===== src/rtl/load_store_unit.sv =====
// Data-memory access unit: one outstanding load/store, lane steering, byte enables,
// sign/zero extension, misalignment and memory-timeout reporting.
module load_store_unit #(
  parameter int XLEN    = 32,
  parameter int ADDR_W  = 16,
  parameter int TIMEOUT = 15
) (
  input  logic              clk,
  input  logic              rst,
  input  logic              req_valid,
  input  logic              req_wr,
  input  logic [1:0]        req_size,
  input  logic              req_unsigned,
  input  logic [ADDR_W-1:0] req_addr,
  input  logic [XLEN-1:0]   req_wdata,
  output logic              stall,
  output logic              resp_valid,
  output logic [XLEN-1:0]   resp_data,
  output logic              misaligned,
  output logic              timeout_err,
  output logic              mem_en,
  output logic              mem_wr,
  output logic [ADDR_W-1:0] mem_addr,
  output logic [XLEN/8-1:0] mem_be,
  output logic [XLEN-1:0]   mem_wdata,
  input  logic [XLEN-1:0]   mem_rdata,
  input  logic              mem_ready
);
  localparam int NB = XLEN / 8;
  localparam int OB = $clog2(NB);
  localparam int CW = (TIMEOUT > 0) ? $clog2(TIMEOUT + 1) : 1;

  typedef enum logic [1:0] {
    S_IDLE = 2'd0,
    S_WAIT = 2'd1,
    S_RESP = 2'd2
  } state_t;

  state_t            state_q, state_d;
  logic [OB-1:0]     off_q, off_d;
  logic [1:0]        size_q, size_d;
  logic              uns_q, uns_d;
  logic [CW-1:0]     cnt_q, cnt_d;
  logic              mem_en_q, mem_en_d;
  logic              mem_wr_q, mem_wr_d;
  logic [ADDR_W-1:0] mem_addr_q, mem_addr_d;
  logic [NB-1:0]     mem_be_q, mem_be_d;
  logic [XLEN-1:0]   mem_wdata_q, mem_wdata_d;
  logic [XLEN-1:0]   resp_data_q, resp_data_d;
  logic              mis_q, mis_d;
  logic              tout_q, tout_d;
  logic              timeout_hit;

  function automatic logic misaligned_f(input logic [1:0] size, input logic [OB-1:0] off);
    case (size)
      2'b00:   return 1'b0;
      2'b01:   return off[0];
      2'b10:   return (off[1:0] != 2'b00);
      default: return (XLEN == 32) || (off != '0);
    endcase
  endfunction

  function automatic logic [NB-1:0] byte_en_f(input logic [1:0] size, input logic [OB-1:0] off);
    logic [NB-1:0] be;
    int nbytes;
    nbytes = int'(32'd1 << size);
    for (int i = 0; i < NB; i++) begin
      be[i] = (i >= int'(off)) && (i < int'(off) + nbytes);
    end
    return be;
  endfunction

  // Select the addressed lane, then fill the upper bits with the sign bit or zeros.
  function automatic logic [XLEN-1:0] load_ext_f(input logic [XLEN-1:0] rdata,
                                                 input logic [OB-1:0] off,
                                                 input logic [1:0] size,
                                                 input logic uns);
    logic [XLEN-1:0] sh;
    logic [XLEN-1:0] mask;
    logic            sign;
    int              nbytes;
    sh     = rdata >> {off, 3'b000};
    nbytes = int'(32'd1 << size);
    for (int i = 0; i < NB; i++) begin
      mask[8*i +: 8] = (i < nbytes) ? 8'hFF : 8'h00;
    end
    case (size)
      2'b00:   sign = sh[7];
      2'b01:   sign = sh[15];
      2'b10:   sign = sh[31];
      default: sign = sh[XLEN-1];
    endcase
    return (sh & mask) | ((sign && !uns) ? ~mask : '0);
  endfunction

  assign timeout_hit = (TIMEOUT != 0) && (cnt_q == CW'(TIMEOUT - 1));

  // Next-state and latched-request logic.
  always_comb begin
    state_d     = state_q;
    off_d       = off_q;
    size_d      = size_q;
    uns_d       = uns_q;
    cnt_d       = cnt_q;
    mem_en_d    = mem_en_q;
    mem_wr_d    = mem_wr_q;
    mem_addr_d  = mem_addr_q;
    mem_be_d    = mem_be_q;
    mem_wdata_d = mem_wdata_q;
    resp_data_d = resp_data_q;
    mis_d       = mis_q;
    tout_d      = tout_q;
    case (state_q)
      S_IDLE: begin
        if (req_valid) begin
          off_d  = req_addr[OB-1:0];
          size_d = req_size;
          uns_d  = req_unsigned;
          if (misaligned_f(req_size, req_addr[OB-1:0])) begin
            mis_d       = 1'b1;
            resp_data_d = '0;
            state_d     = S_RESP;
          end else begin
            mem_en_d    = 1'b1;
            mem_wr_d    = req_wr;
            mem_addr_d  = req_addr & ~ADDR_W'(NB - 1);
            mem_be_d    = byte_en_f(req_size, req_addr[OB-1:0]);
            mem_wdata_d = req_wdata << {req_addr[OB-1:0], 3'b000};
            cnt_d       = '0;
            state_d     = S_WAIT;
          end
        end else begin
          state_d = S_IDLE;
        end
      end
      S_WAIT: begin
        if (cnt_q != {CW{1'b1}}) begin
          cnt_d = cnt_q + CW'(1);
        end else begin
          cnt_d = cnt_q;
        end
        // A ready arriving in the final allowed cycle still completes normally.
        if (mem_ready || timeout_hit) begin
          mem_en_d    = 1'b0;
          mem_wr_d    = 1'b0;
          mem_addr_d  = '0;
          mem_be_d    = '0;
          mem_wdata_d = '0;
          state_d     = S_RESP;
          if (mem_ready) begin
            resp_data_d = mem_wr_q ? '0 : load_ext_f(mem_rdata, off_q, size_q, uns_q);
          end else begin
            tout_d      = 1'b1;
            resp_data_d = '0;
          end
        end else begin
          state_d = S_WAIT;
        end
      end
      S_RESP: begin
        mis_d       = 1'b0;
        tout_d      = 1'b0;
        resp_data_d = '0;
        state_d     = S_IDLE;
      end
      default: begin
        state_d = S_IDLE;
      end
    endcase
  end

  // State and output registers.
  always_ff @(posedge clk or negedge rst) begin
    if (!rst) begin
      state_q     <= S_IDLE;
      off_q       <= '0;
      size_q      <= 2'b00;
      uns_q       <= 1'b0;
      cnt_q       <= '0;
      mem_en_q    <= 1'b0;
      mem_wr_q    <= 1'b0;
      mem_addr_q  <= '0;
      mem_be_q    <= '0;
      mem_wdata_q <= '0;
      resp_data_q <= '0;
      mis_q       <= 1'b0;
      tout_q      <= 1'b0;
    end else begin
      state_q     <= state_d;
      off_q       <= off_d;
      size_q      <= size_d;
      uns_q       <= uns_d;
      cnt_q       <= cnt_d;
      mem_en_q    <= mem_en_d;
      mem_wr_q    <= mem_wr_d;
      mem_addr_q  <= mem_addr_d;
      mem_be_q    <= mem_be_d;
      mem_wdata_q <= mem_wdata_d;
      resp_data_q <= resp_data_d;
      mis_q       <= mis_d;
      tout_q      <= tout_d;
    end
  end

  // stall must react to req_valid in the same cycle, so it stays combinational.
  assign stall       = rst && ((state_q == S_WAIT) || ((state_q == S_IDLE) && req_valid));
  assign resp_valid  = (state_q == S_RESP);
  assign resp_data   = resp_data_q;
  assign misaligned  = mis_q;
  assign timeout_err = tout_q;
  assign mem_en      = mem_en_q;
  assign mem_wr      = mem_wr_q;
  assign mem_addr    = mem_addr_q;
  assign mem_be      = mem_be_q;
  assign mem_wdata   = mem_wdata_q;
endmodule


===== config.mk =====
export PLATFORM = sky130hd
export DESIGN_NAME = load_store_unit
export DESIGN_NICKNAME = d
export VERILOG_FILES = /design/src/rtl/load_store_unit.sv
export SDC_FILE = /design/constraint.sdc
export NUM_CORES = 1
export LEC_CHECK = 0
export CAP_MARGIN = 5
export CORE_ASPECT_RATIO = 0.6
export CORE_UTILIZATION = 49
export DETAILED_ROUTE_END_ITERATION = 6
export PLACE_DENSITY = 0.85
export SYNTH_ARGS = -nofsm -noshare
export SYNTH_HDL_FRONTEND = slang
export SYNTH_SLANG_ARGS = --single-unit

===== constraint.sdc =====
create_clock -name clk -period 4.75 [get_ports clk]
set_clock_uncertainty 0.1 [all_clocks]
set_input_delay 0.95 -clock clk [delete_from_list [all_inputs] [get_ports clk]]
set_output_delay 0.95 -clock clk [all_outputs]
set_load 0.01 [all_outputs]

Word-level counts from Yosys, hierarchy flattened
Index checks and enable logic that the tools add are counted.
W data, S select, Z words.
Operators by class
  reductions and logical operators: 23
  equal/unequal tests: 13
  mux-type cells: 51
  shifts and indexed selects: 4
  $add $sub $neg: 2
  order comparisons: 11
  bitwise operators: 3
Operators with widths (number)
  $mux W32: 9
  $lt A3 B32 Y1 const A: 4
  $pmux W32 S3: 1
  $lt A1 B32 Y1 const A: 2
  $lt A2 B32 Y1 const A: 2
  $pmux W32 S2: 1
  $shl A1 B2 Y32 const A: 2
  $mux W16: 3
  $add A3 B32 Y32: 1
  $and A32 B32 Y32: 1
  $mux W8: 4
  $not A32 Y32: 1
  $or A32 B32 Y32: 1
  $pmux W16 S2: 1
  $shl A32 B5 Y32: 1
  $shr A32 B5 Y32: 1
  $mux W4: 6
  $pmux W4 S2: 2
  $mux W1: 14
  $ne A2 B2 Y1 const B: 6
  $reduce_and A4 Y1: 3
  $pmux W1 S2: 5
  $reduce_bool A2 Y1: 4
  $eq A2 B1 Y1 const B: 3
  other kinds (16): 29
Word-level totals
  output and inout port bits: 90
  flip-flop bits (word level): 99
  logic and storage cells: 120
  bits of input ports: 88

Logic depth before layout (Yosys ltp)
  depth in word-level cells: 12
  gate-level depth with buffers: 9
  depth with buffers taken out: 7

Worst setup path after synthesis
No wires, ideal clock.
  path kind: input port to flip-flop
  start point: in req_size[1]
  end point: reg mem_be_q[2] (netlist: mem_be[2])
  stages on the path: 8
  path buffers: 1
  library setup time: 0.067 ns
  slack: 2.256 ns
  data arrival time: 2.327 ns
  required time: 4.583 ns
  cell sequence: buf_2 > nor2_1 > ha_1 > fa_1 > nor2b_1 > a21oi_1 > a21o_1 > a32o_1
Between the ends
  word-level cells in the longest chain between the ends: 7
  elaborated cells on any way between the ends: 15
  those cells by class: add/sub: 1; order compare: 1; eq/ne: 3; shift: 1; mux: 6; reduce/logical: 3
RTL lines
  start, declared: line 12  | input logic [1:0] req_size,
  $shl A1 B2 Y32: line 66  | nbytes = int'(32'd1 << size);
  $add A3 B32 Y32: line 68  | be[i] = (i >= int'(off)) && (i < int'(off) + nbytes);
  $lt A3 B32 Y1: line 68
  $logic_and A1 B1 Y1: line 68
  $mux W4: line 119  | if (misaligned_f(req_size, req_addr[OB-1:0])) begin
  $mux W4: line 115  | if (req_valid) begin
  $pmux W4 S2: line 113  | case (state_q)
  end signal, assigned: line 197  | mem_be_q <= mem_be_d;
  end, declared: line 47  | logic [NB-1:0] mem_be_q, mem_be_d;
Parallel ways exist; a longest one is shown, timed or not. The select of a mux whose other input is x is not followed.
A chain may end at the register's enable or synchronous reset.

Worst setup path after layout
  start point: in req_valid
  end point: out stall
Between the ends
  word-level cells in the longest chain between the ends: 3
RTL lines
  start, declared: line 10  | input logic req_valid,
  $logic_and A1 B1 Y1: line 206  | assign stall = rst && ((state_q == S_WAIT) || ((state_q == S_IDLE) && req_valid));
  $logic_or A1 B1 Y1: line 206
  $logic_and A1 B1 Y1: line 206
  end, declared: line 16  | output logic stall,
Every way passes these cells.

==> impl_metrics.tcl <==
set metrics [dict create \
    start_kind "input pin" \
    grt_pass1_vias 4440 \
    cp_max_fo 9 \
    synthCells 462 \
    grt-ovfl-total 0 \
    finalPower_mw 3.00 \
    clock_path_buffers 2 \
    synth-main-ff-cell "dfrtp_1" \
    cpPeakStageDelay_ps 550 \
    clk_pin_slew_ps 70 \
    grt_util_all_layers_pct 28.8 \
    ir_drop_uv 252 \
    status "complete, no violations" \
    cap_violations 0 \
    drc 0 \
    seq_area_frac_synth_pct 47.5 \
    synth_edf_count 0 \
    vias 4528 \
    syn2layout_area_growth_pct 40.2 \
    yosysTopAreaCellShare_pct 47.5 \
    required_ps 3700 \
    antenna_found_initial 0 \
    gp_congestion 0.858 \
    fp.dieH_microns 81.1 \
    postSynthAreaPerCell_sq_um 11.1 \
    min-delay-start "mem_en" \
    wirelength_microns 15100 \
    fmax_mhz 273 \
    cp.buffers_inverters 2 \
    cpMostUsedCell "clkdlybuf4s50_1" \
    final.setup.tns_ps 0 \
    grt_pass1_wl_microns 24000 \
    die_area_sq_um 10900 \
    routed_via_density 5.98 \
    final_cell_mix "174 x clkdlybuf4s50_1, 97 x dfrtp_1, 49 x nand2_1" \
    p_per_area_nw_per_um2 418 \
    path_class "input pin to primary output" \
    coreArea_sq_um 9980 \
    cts_setup_buffers 0 \
    synth_area_leader_cell "dfrtp_1" \
    yosys_warnings 0 \
    synthArstFlopShare_pct 100 \
    drive_above_1_share_pct 8.36 \
    cts_tree "yes" \
    drt-initial-drc-count 275 \
    drv_slew 0 \
    fin_nets 712 \
    slew-limit-headroom_pct 24.6 \
    start_util_pct 51.2 \
    cts_buffers 9 \
    rsz0062_at_grt "no" \
    post_drt_wl_per_cell_microns 19.9 \
    die_x_microns 134 \
    worstSetupEndpointType "primary output" \
    fp-row-count 28 \
    ios 178 \
    grt_max_degree 66 \
    worst_pin_slew_ps 1130 \
    dp_hpwl_microns 11000 \
    antennaDiodeCount 0 \
    ys_ff_latch 97 \
    synth_cell_type_count 51 \
    final_common_cell "clkdlybuf4s50_1" \
    synth_area_sq_um 5110 \
    ant_nets 0 \
    cts_hold_buf 0 \
    finalCritPeriodShare_pct 77.0 \
    crit_family "buffers and inverters" \
    htreeDepth 3 \
    layout_min_cycle_time_ps 3660 \
    startpoint "req_valid" \
    portBuffers 175 \
    hold_path.class "flop to flop" \
    dr.pass1.iters 5 \
    power_leakage_nw 3.12 \
    cts_resized 0 \
    hold_violations 0 \
    worstPathCellList "clkdlybuf4s50_1 -> and2_1 -> o21a_1 -> clkdlybuf4s50_1" \
    insertion_delay_ps 340 \
    crit_arrival_ps 2610 \
    clock-sinks 97 \
    finalSetupViolCount 0 \
    synthTopCellsByArea "dfrtp_1 47%, mux2i_1 7.8%, a22o_1 7.4%" \
    r2r_start "state_q[0]" \
    slowest_stage "clkdlybuf4s50_1" \
    root_buffer "clkbuf_16" \
]
## metal layers
| metal | up-vias | wire, microns | global-route usage [%] | part of all wire, % |
|---|---|---|---|---|
| li1 | 2058 | - | - | - |
| met1 | 2269 | 7000 | 42.0 | 46 |
| met2 | 188 | 6820 | 43.6 | 45 |
| met3 | 13 | 1120 | 6.24 | 7.4 |
| met4 | 0 | 151 | 6.93 | 1.0 |
| met5 | - | 0 | 0 | 0 |
## cell families after synthesis
family          Yosys count  share of synthesized area (%)
simple gates             93                           8.47
compound gates          158                           25.4
other cells               1                         0.0733
flops                    97                           47.5
fa+ha+maj                 7                           1.86
mux                      56                           11.6
buf+inv                  50                           5.16
## per-stage QoR
step	hold WS, ps	utilization [%]	cells	cell area [sq um]	setup slack, ps
4_1_cts	389	71.8	757	7170	1120
2_1_floorplan	418	-	463	5120	2260
5_1_grt	405	71.8	757	7170	1060
3_3_place_gp	360	68.9	741	6880	1190
6_report	380	71.8	757	7170	1090
3_5_place_dp	378	68.9	741	6880	1140
## Yosys cell counts (3+ instances only)
cell type,instances
dfrtp_1,97
nand2_1,49
a22o_1,43
mux2i_1,40
o21ai_0,29
a32o_1,26
buf_2,19
mux2_2,15
a211oi_1,14
nor2b_1,13
clkbuf_1,11
nor2_1,11
o2bb2ai_1,9
buf_4,8
inv_1,8
a2bb2oi_1,7
ha_1,6
a21oi_1,5
nand3_1,5
a21o_1,4
nor3_1,4
buf_6,3
o21a_1,3
## power breakdown
group | internal, mW | total, mW | switching, mW
Sequential | 0.984 | 1.12 | 0.136
Combinational | 0.594 | 1.17 | 0.576
Clock | 0.367 | 0.708 | 0.341
## registers in the layout (all words and copies together), names as in the netlist
| signal | count |
|---|---|
| mem_be | 4 |
| timeout_err | 1 |
| mem_en | 1 |
| size_q | 2 |
| resp_data | 32 |
| mem_wr | 1 |
| mem_addr | 14 |
| state_q | 2 |
| off_q | 2 |
| uns_q | 1 |
| cnt_q | 4 |
| mem_wdata | 32 |
| misaligned | 1 |
## cell type report
cell class	count	area (sq um)
Fill cell	701	2820
Multi-Input combinational cell	316	2440
Sequential cell	97	2430
Timing Repair Buffer	184	1820
Clock buffer	9	225
Tap cell	135	169
Clock inverter	7	61.3
Inverter	9	33.8
## final timing paths
path	endpoint	slack, ps	cells past startpoint
max	stall	1090	4
min	mem_en	380	1
max reg2reg	resp_data[29]	2120	6
min reg2reg	mem_en	380	1
max in group asynchronous	resp_data[30]	2890	2
min in group asynchronous	mem_en	440	1
## worst reg2reg max path, delay by kind of cell (launching register included)
| kind | cells | cell delay [ps] |
|---|---|---|
| AO/OA/AOI/OAI | 2 | 1030 |
| adder cells (fa/ha/maj) | 1 | 430 |
| buffers and inverters | 2 | 410 |
| flip-flops | 1 | 390 |
| AND/OR/NAND/NOR | 1 | 200 |
No activity file was read; power rests on OpenSTA's default activity.
